[src/rtl/dct8_stream.sv]
// Streaming 8-point DCT-II: eight parallel MAC lanes (one per coefficient k),
// one input term per cycle, rounded and saturated into registered outputs.
//
// state | meaning
// IDLE  | waiting for a vector, in_ready=1
// CALC  | accumulating terms n=0..7 into all eight lanes
// OUT   | results held until out_ready; can accept the next vector on the same edge
module dct8_stream #(
    parameter int IN_W        = 8,
    parameter int OUT_W       = 14,
    parameter int LEVEL_SHIFT = 0
) (
    input  logic                    clk,
    input  logic                    rst,
    input  logic                    en,
    input  logic                    in_valid,
    output logic                    in_ready,
    input  logic [IN_W-1:0]         x0,
    input  logic [IN_W-1:0]         x1,
    input  logic [IN_W-1:0]         x2,
    input  logic [IN_W-1:0]         x3,
    input  logic [IN_W-1:0]         x4,
    input  logic [IN_W-1:0]         x5,
    input  logic [IN_W-1:0]         x6,
    input  logic [IN_W-1:0]         x7,
    output logic                    out_valid,
    input  logic                    out_ready,
    output logic signed [OUT_W-1:0] y0,
    output logic signed [OUT_W-1:0] y1,
    output logic signed [OUT_W-1:0] y2,
    output logic signed [OUT_W-1:0] y3,
    output logic signed [OUT_W-1:0] y4,
    output logic signed [OUT_W-1:0] y5,
    output logic signed [OUT_W-1:0] y6,
    output logic signed [OUT_W-1:0] y7
);

    localparam int ACC_W = IN_W + 17;
    localparam int PW    = IN_W + 14;
    localparam int RW    = ACC_W + 1 - 12;
    localparam int SW    = ((RW > OUT_W) ? RW : OUT_W) + 1;

    localparam logic signed [IN_W:0] OFFS = {2'b01, {(IN_W-1){1'b0}}};
    localparam logic signed [SW-1:0] MAXV = {{(SW-OUT_W+1){1'b0}}, {(OUT_W-1){1'b1}}};
    localparam logic signed [SW-1:0] MINV = {{(SW-OUT_W+1){1'b1}}, {(OUT_W-1){1'b0}}};

    typedef enum logic [1:0] {IDLE, CALC, OUT} state_t;

    state_t                  state;
    logic [2:0]              n;
    logic [IN_W-1:0]         xin      [8];
    logic [IN_W-1:0]         xs       [8];
    logic signed [ACC_W-1:0] acc      [8];
    logic signed [OUT_W-1:0] y        [8];
    logic signed [12:0]      c_k      [8];
    logic signed [PW-1:0]    prod     [8];
    logic signed [ACC_W-1:0] acc_next [8];
    logic signed [ACC_W:0]   rsum     [8];
    logic signed [SW-1:0]    r        [8];
    logic signed [OUT_W-1:0] y_next   [8];
    logic [IN_W-1:0]         x_cur;
    logic signed [IN_W:0]    s_cur;

    // Cosine table folded by quadrant of k*(2n+1) (period 32 in units of pi/16).
    function automatic logic signed [12:0] coef(input int k, input int nn);
        int                 m;
        int                 idx;
        logic               neg;
        logic signed [12:0] mag;
        m = (k * (2 * nn + 1)) % 32;
        if (m <= 8) begin
            idx = m;      neg = 1'b0;
        end else if (m <= 16) begin
            idx = 16 - m; neg = 1'b1;
        end else if (m <= 24) begin
            idx = m - 16; neg = 1'b1;
        end else begin
            idx = 32 - m; neg = 1'b0;
        end
        case (idx)
            0:       mag = 13'sd1448;
            1:       mag = 13'sd2009;
            2:       mag = 13'sd1892;
            3:       mag = 13'sd1703;
            4:       mag = 13'sd1448;
            5:       mag = 13'sd1138;
            6:       mag = 13'sd784;
            7:       mag = 13'sd400;
            default: mag = 13'sd0;
        endcase
        return neg ? -mag : mag;
    endfunction

    assign xin[0] = x0;
    assign xin[1] = x1;
    assign xin[2] = x2;
    assign xin[3] = x3;
    assign xin[4] = x4;
    assign xin[5] = x5;
    assign xin[6] = x6;
    assign xin[7] = x7;

    assign x_cur = xs[n];
    assign s_cur = (LEVEL_SHIFT != 0) ? ($signed({1'b0, x_cur}) - OFFS)
                                      : $signed({1'b0, x_cur});

    always_comb begin
        for (int k = 0; k < 8; k++) begin
            c_k[k]      = coef(k, int'(n));
            prod[k]     = PW'(s_cur) * PW'(c_k[k]);
            acc_next[k] = acc[k] + ACC_W'(prod[k]);
            rsum[k]     = {acc_next[k][ACC_W-1], acc_next[k]} + (ACC_W+1)'(2048);
            r[k]        = SW'(rsum[k] >>> 12);
            if (r[k] > MAXV)
                y_next[k] = MAXV[OUT_W-1:0];
            else if (r[k] < MINV)
                y_next[k] = MINV[OUT_W-1:0];
            else
                y_next[k] = r[k][OUT_W-1:0];
        end
    end

    assign in_ready = (state == IDLE) || ((state == OUT) && out_ready);

    always_ff @(posedge clk) begin
        if (rst) begin
            state     <= IDLE;
            n         <= 3'd0;
            out_valid <= 1'b0;
            for (int i = 0; i < 8; i++) begin
                acc[i] <= '0;
                y[i]   <= '0;
                xs[i]  <= '0;
            end
        end else if (en) begin
            case (state)
                IDLE: begin
                    if (in_valid) begin
                        for (int i = 0; i < 8; i++) begin
                            xs[i]  <= xin[i];
                            acc[i] <= '0;
                        end
                        n     <= 3'd0;
                        state <= CALC;
                    end
                end
                CALC: begin
                    for (int i = 0; i < 8; i++) acc[i] <= acc_next[i];
                    n <= n + 3'd1;
                    if (n == 3'd7) begin
                        for (int i = 0; i < 8; i++) y[i] <= y_next[i];
                        out_valid <= 1'b1;
                        state     <= OUT;
                    end
                end
                OUT: begin
                    if (out_ready) begin
                        out_valid <= 1'b0;
                        if (in_valid) begin
                            for (int i = 0; i < 8; i++) begin
                                xs[i]  <= xin[i];
                                acc[i] <= '0;
                            end
                            n     <= 3'd0;
                            state <= CALC;
                        end else begin
                            state <= IDLE;
                        end
                    end
                end
                default: state <= IDLE;
            endcase
        end
    end

    assign y0 = y[0];
    assign y1 = y[1];
    assign y2 = y[2];
    assign y3 = y[3];
    assign y4 = y[4];
    assign y5 = y[5];
    assign y6 = y[6];
    assign y7 = y[7];

endmodule

[config.mk]
export PLATFORM = sky130hd
export DESIGN_NAME = dct8_stream
export DESIGN_NICKNAME = d
export VERILOG_FILES = /design/src/rtl/dct8_stream.sv
export SDC_FILE = /design/constraint.sdc
export NUM_CORES = 2
export LEC_CHECK = 0
export CORE_UTILIZATION = 55
export CTS_CLUSTER_SIZE = 12
export DETAILED_ROUTE_END_ITERATION = 12
export HOLD_SLACK_MARGIN = 0.06
export PLACE_DENSITY_LB_ADDON = 0.05
export SYNTH_ARGS = -nofsm -noshare
export SYNTH_HDL_FRONTEND = slang
export SYNTH_SLANG_ARGS = --single-unit
[constraint.sdc]
create_clock -name clk -period 13.8 [get_ports clk]
set_input_delay 4.14 -clock clk [delete_from_list [all_inputs] [get_ports clk]]
set_output_delay 4.14 -clock clk [all_outputs]
set_load 0.02 [all_outputs]
==> parameters.txt <==
Parameter                              Value

Die
  Die Y-Extent ... 302 um
  Area of the core ... 88800 um^2
  Total die area ... 91200 um^2
  Initial core utilization ... 0.557
  Die Width ... 302 um
  Top-level I/O count ... 183
  Number of rows created at floorplan ... 109

Critical path
  Cell repeated most along the worst path ... sky130_fd_sc_hd__fa_1
  Type of destination of the critical path ... register
  WS Path Type ... register to register
  Max stage delay on crit path ... 0.88 ns
  Master of the slowest instance on the critical path ... sky130_fd_sc_hd__fa_1
  Arrival time worst endpoint ... 11.61 ns
  Required time of the critical path ... 14.21 ns
  Maximum fanout along the worst path ... 21
  Critical Path Start Type ... register

Final layout
  Share of layout cells above drive strength 1 ... 0.0433
  Area used by multi-input combinational logic ... 34700 um^2
  Layout filler cell count ... 7770
  Final Core Density ... 0.608
  Register area ... 10200 um^2
  Area overhead of the layout relative to synthesis ... 9.08%
  Final #Nets ... 6593

Placement
  Number of buffer cells added on primary ports ... 182
  Worst-case setup slack after placement ... 2.69 ns
  Post-detail-place hpwl ... 93.0 mm
  GPL Wtd Cong ... 0.893

Routing
  Post-DR wirelength/cell ... 18.3 um
  Total routed wirelength ... 120 mm
  Number of vias per cell ... 5.49
  Initial DRC Count ... 2086
  Antenna violation net count after detailed routing ... 0
  Routed vias ... 36062
  First-pass detailed-route iteration total ... 9
  DR DRC count ... 8

Synth
  Sequential area share after synthesis ... 0.207
  Synth Area in Simple Gates ... 0.141
  Post-synthesis xor/xnor area fraction ... 0.0433
  EDFF count, synth ... 271
  Leading post-synthesis cells by cell area ... sky130_fd_sc_hd__fa_1, sky130_fd_sc_hd__edfxtp_1, sky130_fd_sc_hd__ha_1, sky130_fd_sc_hd__inv_1, sky130_fd_sc_hd__nor2_1
  Syn Area/Cell ... 9.37 um^2
  Top flip-flop cell by instance count after synthesis ... sky130_fd_sc_hd__edfxtp_1
  Yosys warnings ... 0
  Cell taking the most area after synthesis ... sky130_fd_sc_hd__fa_1
  Nets in the synthesized netlist ... 6506
  #FFs+latches synth ... 375
  FFs w/ async S/R, synth ... 0
  Post-synthesis instance area ... 49500 um^2
  Fraction of the mapped netlist area in compound gates ... 0.101
  Count of different cell masters after synthesis ... 118
  Main combinational cell family by area after synthesis ... adder cells
  Adder and majority cell fraction of the synthesized area ... 0.401
  Post-Synthesis Cells ... 5278
  Mux share of post-synthesis cell area ... 0.0130
  Share of Yosys cell area claimed by the top area cell type ... 0.288

Min path
  Worst hold-check path type ... register to register

CTS
  Number of sinks driven by the clock tree ... 375
  H-tree lvl count ... 2
  Buffer count from post-CTS setup fixing ... 0
  CTS Hold Buffers Added ... 0
  Clock Path Buffers ... 3
  Clk pin slew, worst setup/hold paths ... 0.07 ns
  Insertion delay to the later sink of the worst-skew pair ... 0.66 ns
  Root Buffer ... sky130_fd_sc_hd__clkbuf_16
  TritonCTS clock tree ... yes
  Inserted Clock Buffers ... 48
  Post_cts resized ... 0

Timing
  Total Negative Setup Slacks ... 0 ns
  Final-layout worst hold slack ... 0.457 ns
  Unrepaired setup endpoints after global routing ... false
  Part of the cycle the worst path needs ... 0.811
  Final critical path time including I/O delays and setup ... 11.19 ns
  Maximum clock skew at final layout ... 0.0459 ns
  Number of setup violations in the final report ... 0
  Tightest slew margin relative to the limit ... 0.238
  Total count of hold-check failures in the final report ... 0
  Final Max Slew Viols ... 0
  Actual slew at the worst max-slew pin ... 1.14 ns
  Highest clock rate ... 89.3 MHz
  Post-route worst setup slack ... 2.61 ns

Power
  Cell Pwr Density ... 192 nW/um^2
  Leakage ... 26.0 nW
  Maximum VDD drop ... 0.000192 V

Outcome
  Result of the run ... finished with violations
  Violated checks ... DRC

GRT
  Vias in the first global route ... 36662
  Total congestion overflow ... 0
  Maximum number of pins on one net before global-route repair ... 66
  First-pass GRT wire length ... 196 mm
  Number of antenna violations at the first check in global routing ... 2
  Overall track demand over capacity in global routing ... 0.273

Run
  Number of max-capacitance violations reported ... 0
## worst paths after layout
check,startpoint,to,slack (ns),cells past startpoint
worst min-delay path,acc[1][84]$_SDFFE_PP0P_,acc[1][84]$_SDFFE_PP0P_,0.46,2
worst min register to register,acc[1][84]$_SDFFE_PP0P_,acc[1][84]$_SDFFE_PP0P_,0.46,2
worst max-delay path,n[2]$_SDFFE_PP0P_,y[1][53]$_SDFFCE_PP0P_,2.61,32
worst max register to register,n[2]$_SDFFE_PP0P_,y[1][53]$_SDFFCE_PP0P_,2.61,32
## flip-flops by register name (all words and copies together), names as in the netlist, named ones only
name,count
xs,64
y,112
acc,190
state,2
out_valid,1
n,3
## where the power goes
group	internal [W]	total [W]	switching [W]
sequential	0.00136	0.00141	0.0000558
clock	0.000734	0.00129	0.000555
combinational	0.00291	0.00765	0.00474
## per-layer routing
metal,up-vias,part of all wire,track usage
li1,17188,-,-
met1,17868,0.45,0.382
met2,848,0.46,0.439
met3,158,0.061,0.0450
met4,0,0.029,0.0807
met5,-,0,0
## synthesized netlist by cell type (8+ instances only)
| cell type | instances |
|---|---|
| sky130_fd_sc_hd__a22oi_1 | 54 |
| sky130_fd_sc_hd__o21ai_1 | 10 |
| sky130_fd_sc_hd__nor3b_1 | 12 |
| sky130_fd_sc_hd__edfxtp_1 | 271 |
| sky130_fd_sc_hd__nand3b_1 | 11 |
| sky130_fd_sc_hd__a31oi_1 | 21 |
| sky130_fd_sc_hd__nor2b_1 | 36 |
| sky130_fd_sc_hd__o31a_1 | 11 |
| sky130_fd_sc_hd__nand4_1 | 44 |
| sky130_fd_sc_hd__nor4_1 | 16 |
| sky130_fd_sc_hd__a31o_2 | 9 |
| sky130_fd_sc_hd__a21oi_1 | 190 |
| sky130_fd_sc_hd__buf_2 | 15 |
| sky130_fd_sc_hd__a211o_1 | 9 |
| sky130_fd_sc_hd__and2_1 | 112 |
| sky130_fd_sc_hd__or2_2 | 17 |
| sky130_fd_sc_hd__nand2b_1 | 45 |
| sky130_fd_sc_hd__inv_1 | 1033 |
| sky130_fd_sc_hd__mux2i_1 | 26 |
| sky130_fd_sc_hd__dfxtp_1 | 104 |
| sky130_fd_sc_hd__nor3_1 | 63 |
| sky130_fd_sc_hd__ha_1 | 447 |
| sky130_fd_sc_hd__buf_1 | 16 |
| sky130_fd_sc_hd__and3_1 | 41 |
| sky130_fd_sc_hd__nand3_1 | 63 |
| sky130_fd_sc_hd__xor2_1 | 109 |
| sky130_fd_sc_hd__clkbuf_1 | 147 |
| sky130_fd_sc_hd__nor2_1 | 608 |
| sky130_fd_sc_hd__xnor2_1 | 134 |
| sky130_fd_sc_hd__o211ai_1 | 28 |
| sky130_fd_sc_hd__a21o_1 | 60 |
| sky130_fd_sc_hd__fa_1 | 712 |
| sky130_fd_sc_hd__o21a_1 | 33 |
| sky130_fd_sc_hd__a22o_1 | 8 |
| sky130_fd_sc_hd__o21ai_0 | 131 |
| sky130_fd_sc_hd__o22ai_1 | 15 |
| sky130_fd_sc_hd__mux4_2 | 16 |
| sky130_fd_sc_hd__or3_1 | 15 |
| sky130_fd_sc_hd__o21bai_1 | 13 |
| sky130_fd_sc_hd__nand2_1 | 377 |
| sky130_fd_sc_hd__a211oi_1 | 25 |
| sky130_fd_sc_hd__o31ai_1 | 18 |
## kinds of logic (layout without fill, tap and decap cells)
kind of cell / count (synthesis) / count (layout)
mux: 44 / 44
xor+xnor: 244 / 244
flops: 375 / 375
compound gates: 732 / 732
simple gates: 1504 / 1504
buf+inv: 1220 / 1343
fa+ha+maj: 1159 / 1159
other cells: 0 / 4
## critical path, delay by kind of cell, from the launching register on
family,cells,cell delay (ns)
xor+xnor,2,0.83
flops,1,0.84
fa+ha+maj,10,4.90
compound gates,7,2.28
buf+inv,4,0.68
simple gates,8,1.33
mux,1,0.10
## cell usage in the layout, fill, tap and decap left out, types with 21 or more instances in the layout
cell	count
sky130_fd_sc_hd__a21oi_1	190
sky130_fd_sc_hd__nand3_1	63
sky130_fd_sc_hd__nor2b_1	36
sky130_fd_sc_hd__nor3_1	62
sky130_fd_sc_hd__nand2b_1	45
sky130_fd_sc_hd__clkdlybuf4s50_1	181
sky130_fd_sc_hd__xor2_1	109
sky130_fd_sc_hd__dfxtp_1	104
sky130_fd_sc_hd__buf_4	40
sky130_fd_sc_hd__edfxtp_1	271
sky130_fd_sc_hd__and3_1	41
sky130_fd_sc_hd__o21ai_0	131
sky130_fd_sc_hd__ha_1	446
sky130_fd_sc_hd__nand2_1	374
sky130_fd_sc_hd__and2_1	112
sky130_fd_sc_hd__nand4_1	44
sky130_fd_sc_hd__a211oi_1	25
sky130_fd_sc_hd__fa_1	712
sky130_fd_sc_hd__xnor2_1	134
sky130_fd_sc_hd__a21o_1	60
sky130_fd_sc_hd__o21a_1	33
sky130_fd_sc_hd__a31oi_1	21
sky130_fd_sc_hd__o211ai_1	28
sky130_fd_sc_hd__clkbuf_16	48
sky130_fd_sc_hd__nor2_1	605
sky130_fd_sc_hd__a22oi_1	54
sky130_fd_sc_hd__inv_1	1029
## per-stage QoR
stage               total power [W]  std cells  instance area [um^2]
finish                       0.0104       6570                 54000
global route                 0.0114       6566                 54000
CTS                          0.0104       6566                 54000
detailed placement          0.00904       6480                 52400
global placement            0.00900       6480                 52400
floorplan                   0.00734       5278                 49500
## area by class of cell
cell class / instances / share of cell area
Tap cell: 1165 / 0.0270
Antenna cell: 4 / 0.000185
Clock buffer: 57 / 0.0229
Timing Repair Buffer: 222 / 0.0392
Inverter: 1035 / 0.0720
Multi-Input combinational cell: 3683 / 0.644
Clock inverter: 29 / 0.00570
Sequential cell: 375 / 0.189
Power figures use the tool's default switching activity.
